===== config.mk =====
export PLATFORM = sky130hd
export DESIGN_NAME = change_dispenser
export DESIGN_NICKNAME = d
export VERILOG_FILES = /design/src/rtl/change_dispenser.sv
export SDC_FILE = /design/constraint.sdc
export NUM_CORES = 1
export LEC_CHECK = 0
export CAP_MARGIN = 20
export CORE_MARGIN = 4
export CORE_UTILIZATION = 45
export DETAILED_ROUTE_END_ITERATION = 8
export PLACE_DENSITY = 0.74
export SLEW_MARGIN = 20
export SYNTH_ARGS = -nofsm -noshare
export SYNTH_HDL_FRONTEND = slang
export SYNTH_SLANG_ARGS = --single-unit

===== constraint.sdc =====
create_clock -name raw_clk_i -period 3.7 [get_ports raw_clk_i]
set_input_delay 0.74 -clock raw_clk_i [delete_from_list [all_inputs] [get_ports raw_clk_i]]
set_output_delay 0.74 -clock raw_clk_i [all_outputs]
set_load 0.01 [all_outputs]

===== src/rtl/change_dispenser.sv =====
// rtl/change_dispenser.sv - greedy coin payout (10/5/2/1) with paced pulses and per-denomination inventory
module change_dispenser #(
    parameter int unsigned PULSE_CYC = 2,
    parameter int unsigned GAP_CYC   = 2,
    parameter int unsigned INIT_N10  = 4,
    parameter int unsigned INIT_N5   = 4,
    parameter int unsigned INIT_N2   = 4,
    parameter int unsigned INIT_N1   = 4
) (
    input  logic       raw_clk_i,
    input  logic       m_switch_i,
    input  logic       start_i,
    input  logic [5:0] amount_i,
    input  logic       refill_i,
    output logic       busy_o,
    output logic       coin10_o,
    output logic       coin5_o,
    output logic       coin2_o,
    output logic       coin1_o,
    output logic       done_o,
    output logic       short_o,
    output logic [5:0] remain_o,
    output logic [3:0] inv10_o,
    output logic [3:0] inv5_o,
    output logic [3:0] inv2_o,
    output logic [3:0] inv1_o
);

    typedef enum logic [2:0] {S_IDLE, S_SELECT, S_PULSE, S_GAP, S_DONE} state_t;

    localparam logic [3:0] INIT10     = 4'(INIT_N10);
    localparam logic [3:0] INIT5      = 4'(INIT_N5);
    localparam logic [3:0] INIT2      = 4'(INIT_N2);
    localparam logic [3:0] INIT1      = 4'(INIT_N1);
    localparam logic [7:0] PULSE_LAST = 8'(PULSE_CYC - 1);
    localparam logic [7:0] GAP_LAST   = 8'((GAP_CYC > 0) ? GAP_CYC - 1 : 0);
    localparam bit         HAS_GAP    = (GAP_CYC > 0);

    state_t     state_q, state_d;
    logic [5:0] rem_q, rem_d;
    logic [7:0] cnt_q, cnt_d;
    logic [3:0] coin_q, coin_d;
    logic       short_q, short_d;
    logic [5:0] remain_q, remain_d;
    logic [3:0] inv10_q, inv10_d, inv5_q, inv5_d, inv2_q, inv2_d, inv1_q, inv1_d;

    // One-hot pick of the largest coin that fits the remainder and is still stocked
    logic [3:0] pick;
    logic [5:0] pick_val;

    always_comb begin
        pick     = 4'b0000;
        pick_val = 6'd0;
        if (rem_q >= 6'd10 && inv10_q != 4'd0) begin
            pick = 4'b1000; pick_val = 6'd10;
        end else if (rem_q >= 6'd5 && inv5_q != 4'd0) begin
            pick = 4'b0100; pick_val = 6'd5;
        end else if (rem_q >= 6'd2 && inv2_q != 4'd0) begin
            pick = 4'b0010; pick_val = 6'd2;
        end else if (rem_q >= 6'd1 && inv1_q != 4'd0) begin
            pick = 4'b0001; pick_val = 6'd1;
        end
    end

    always_comb begin
        state_d  = state_q;
        rem_d    = rem_q;
        cnt_d    = cnt_q;
        coin_d   = coin_q;
        short_d  = short_q;
        remain_d = remain_q;
        inv10_d  = inv10_q;
        inv5_d   = inv5_q;
        inv2_d   = inv2_q;
        inv1_d   = inv1_q;
        case (state_q)
            S_IDLE: begin
                if (refill_i) begin
                    inv10_d = INIT10;
                    inv5_d  = INIT5;
                    inv2_d  = INIT2;
                    inv1_d  = INIT1;
                end
                if (start_i) begin
                    rem_d    = amount_i;
                    short_d  = 1'b0;
                    remain_d = 6'd0;
                    state_d  = S_SELECT;
                end
            end
            S_SELECT: begin
                if (pick == 4'b0000) begin
                    short_d  = (rem_q != 6'd0);
                    remain_d = rem_q;
                    state_d  = S_DONE;
                end else begin
                    rem_d   = rem_q - pick_val;
                    coin_d  = pick;
                    cnt_d   = 8'd0;
                    state_d = S_PULSE;
                    if (pick[3]) inv10_d = inv10_q - 4'd1;
                    if (pick[2]) inv5_d  = inv5_q - 4'd1;
                    if (pick[1]) inv2_d  = inv2_q - 4'd1;
                    if (pick[0]) inv1_d  = inv1_q - 4'd1;
                end
            end
            S_PULSE: begin
                if (cnt_q == PULSE_LAST) begin
                    coin_d  = 4'b0000;
                    cnt_d   = 8'd0;
                    state_d = HAS_GAP ? S_GAP : S_SELECT;
                end else begin
                    cnt_d = cnt_q + 8'd1;
                end
            end
            S_GAP: begin
                if (cnt_q == GAP_LAST) begin
                    cnt_d   = 8'd0;
                    state_d = S_SELECT;
                end else begin
                    cnt_d = cnt_q + 8'd1;
                end
            end
            S_DONE:  state_d = S_IDLE;
            default: state_d = S_IDLE;
        endcase
    end

    always_ff @(posedge raw_clk_i or negedge m_switch_i) begin
        if (!m_switch_i) begin
            state_q  <= S_IDLE;
            rem_q    <= 6'd0;
            cnt_q    <= 8'd0;
            coin_q   <= 4'b0000;
            short_q  <= 1'b0;
            remain_q <= 6'd0;
            inv10_q  <= INIT10;
            inv5_q   <= INIT5;
            inv2_q   <= INIT2;
            inv1_q   <= INIT1;
        end else begin
            state_q  <= state_d;
            rem_q    <= rem_d;
            cnt_q    <= cnt_d;
            coin_q   <= coin_d;
            short_q  <= short_d;
            remain_q <= remain_d;
            inv10_q  <= inv10_d;
            inv5_q   <= inv5_d;
            inv2_q   <= inv2_d;
            inv1_q   <= inv1_d;
        end
    end

    assign busy_o   = (state_q != S_IDLE);
    assign done_o   = (state_q == S_DONE);
    assign coin10_o = coin_q[3];
    assign coin5_o  = coin_q[2];
    assign coin2_o  = coin_q[1];
    assign coin1_o  = coin_q[0];
    assign short_o  = short_q;
    assign remain_o = remain_q;
    assign inv10_o  = inv10_q;
    assign inv5_o   = inv5_q;
    assign inv2_o   = inv2_q;
    assign inv1_o   = inv1_q;

endmodule


==> reports/metrics.yaml <==
outcome:
  outcome: "finished clean"
grt:
  grt_pass1_vias: 2192
  grt_pass1_wl_mm: 10.3
  grt_max_degree: 45
  grt-ovfl-total: 0
  track_usage: 0.172
  antenna_found_initial: 0
cts:
  cts_tree: "yes"
  cts_resized: 0
  cts_root_buffer: "clkbuf_8"
  clkTransAtPathRegs_ps: 90
  hold_buffers: 0
  cts_setup_buffers: 0
  htreeDepth: 2
  clock-sinks: 44
  cts_max_path_buffers: 2
  clock_latency_ps: 300
  numCtsBuffers: 5
detailed_routing:
  vias: 2270
  drc: 0
  drt-initial-drc-count: 116
  totalWireLength_mm: 5.84
  wl_per_cell_um: 14.7
  ant_nets: 0
  drtPass1Iterations: 4
  drt-vias-per-instance: 5.72
synth:
  ys_async_sr_fraction: 1.00
  synth_area_sq_um: 2680
  yosys-top-cells-area: "dfrtp_1 (37%), ha_1 (4.7%), dfstp_2 (3.9%)"
  syn_inst: 288
  synth-seq-cells: 44
  synthFlopType: "dfrtp_1"
  seq_area_frac_synth: 0.413
  synth-edff-count: 0
  synth_common_cells: "dfrtp_1 (40), nand2_1 (22), nor2_1 (22)"
  synth_top_area_share: 0.373
  postSynthNetCount: 309
  synth_area_per_cell_sq_um: 9.31
  synth.most_common_cell: "dfrtp_1"
  yosys.area.top_type: "dfrtp_1"
  synth.distinct_cells: 64
  yosys_warnings: 0
critical_path:
  cpPeakStageDelay_ps: 410
  worstPathRequired_ps: 3900
  path_max_fanout: 5
  crit_slowest_cell: "dfrtp_1"
  worstSetupStartpointType: "register"
  worstPathCellList: "inv_1 -> ha_1 -> nor3b_1 -> a21oi_1 -> o21ai_0 -> inv_1 -> ha_1 -> nor2b_1 -> o311a_1 -> o211ai_1 -> o311ai_0 -> o21a_1"
  worstPathArrival_ps: 3170
  endpoint_kind: "register"
  path_class: "reg2reg"
min_path:
  hold_path.class: "in2async"
cells_and_area:
  drive_gt1_frac: 0.111
  finalNetCount: 345
  area.growth.synth_to_final_pct: 20.1
  instances_no_fill: 397
  antenna-diode-count: 0
floorplanning:
  start_util: 0.475
  chipHeight_um: 85.2
  rows: 27
  core_sq_um: 5640
  top_level_ports: 39
  die_area_sq_um: 7250
  die_x_um: 85.2
placement:
  dp_cells: 389
  gp_congestion: 0.827
  port_buffers: 38
  dp_hpwl_mm: 4.13
sta:
  relSlewSlack: 0.445
  setup_viol: 0
  worst_slew_pin_slew_ps: 831
  fin_tns_setup_ps: 0
  fmax_ghz: 0.337
  finClkSkew_ps: 4.31
  min_period_over_period: 0.802
  hold_viol_final: 0
  hold_slack_ps: 421
  rsz0062_at_grt: "false"
  fin_crit_ps: 2970
  drv_slew: 0
power_and_ir_drop:
  p_total_w: 0.00271
  peakVddDrop_v: 0.000450
  power_density_nw_per_um2: 842
  p_leak_nw: 1.34
job:
  drv_cap: 0
cell type report:
class / instances / area (sq um)
clock buffer: 6 / 72.6
clock inverter: 2 / 35.0
fill: 510 / 2420
inverter: 19 / 71.3
multi-input combinational: 215 / 1460
sequential: 44 / 1110
tap: 72 / 90.1
timing repair buffer: 39 / 385
routing by layer:
| layer | track usage | wire [um] | share of wire | vias up |
|---|---|---|---|---|
| li1 | - | - | - | 1115 |
| met1 | 0.236 | 2830 | 0.48 | 1091 |
| met5 | 0 | 0 | 0 | - |
| met4 | 0.0489 | 69 | 0.012 | 0 |
| met2 | 0.273 | 2680 | 0.46 | 57 |
| met3 | 0.0369 | 264 | 0.045 | 7 |
path summary, 6_finish.rpt:
check / cells past startpoint / to / slack (ps) / from
worst min-delay path: 1 / remain_o[0] / 420 / m_switch_i
max in group asynchronous: 1 / inv1_o[2] / 2880 / m_switch_i
worst max-delay path: 12 / rem_q[5] / 730 / inv5_o[0]
min in group raw_clk_i: 1 / coin_q[1] / 480 / coin_q[1]
worst min register to register: 1 / coin_q[1] / 480 / coin_q[1]
worst max register to register: 12 / rem_q[5] / 730 / inv5_o[0]
worst max-delay path: cells and delay by family (launching register included):
family                   cells  cell delay, ps
flip-flops                   1             410
AND/OR/NAND/NOR              2             560
adder cells (fa/ha/maj)      2             440
AO/OA/AOI/OAI                6            1300
buffers and inverters        2             160
registers in the layout, indices dropped and copies added, names as in the netlist:
signal / cells
state_q: 3
inv10_o: 4
inv1_o: 4
remain_o: 6
rem_q: 6
inv5_o: 4
cnt_q: 8
inv2_o: 4
coin_q: 4
short_o: 1
through the flow:
| stage | instance area, sq um | setup slack [ps] | util |
|---|---|---|---|
| 5_1_grt | 3220 | 403 | 0.571 |
| 4_1_cts | 3220 | 714 | 0.570 |
| 6_report | 3220 | 733 | 0.571 |
| 3_3_place_gp | 3110 | 781 | 0.551 |
| 3_5_place_dp | 3110 | 740 | 0.551 |
| 2_1_floorplan | 2680 | 904 | - |
cells in the final DEF, fill, tap and decap left out, types with 3 or more instances in the layout:
cell / Yosys / routed
o21ai_0: 21 / 21
nor4_1: 3 / 3
o21ai_1: 6 / 6
mux2_2: 4 / 4
nor3_1: 10 / 10
clkdlybuf4s50_1: 0 / 37
a21o_1: 5 / 5
dfrtp_1: 40 / 40
nand2_1: 22 / 22
a22oi_1: 4 / 4
mux2i_1: 3 / 3
ha_1: 10 / 10
inv_1: 18 / 18
nand3_1: 16 / 16
mux2_1: 3 / 3
nand2b_1: 9 / 9
o211ai_1: 3 / 3
clkbuf_8: 0 / 5
nor3b_1: 3 / 3
a21oi_1: 14 / 14
nor2_1: 22 / 22
a211oi_2: 3 / 3
a221oi_1: 3 / 3
dfstp_2: 4 / 4
logic make-up after synthesis:
kind of cell,Yosys count,share of synthesized area
buf+inv,29,0.0430
fa+ha+maj,11,0.0542
xor+xnor,2,0.00654
mux,10,0.0406
simple gates,108,0.220
flops,44,0.413
compound gates,84,0.223
report_power, final:
part           switching (W)  total [W]  internal, W
registers           0.000235   0.000906     0.000671
logic               0.000747    0.00143     0.000686
clock network       0.000171   0.000371     0.000201
Power figures use the tool's default switching activity.
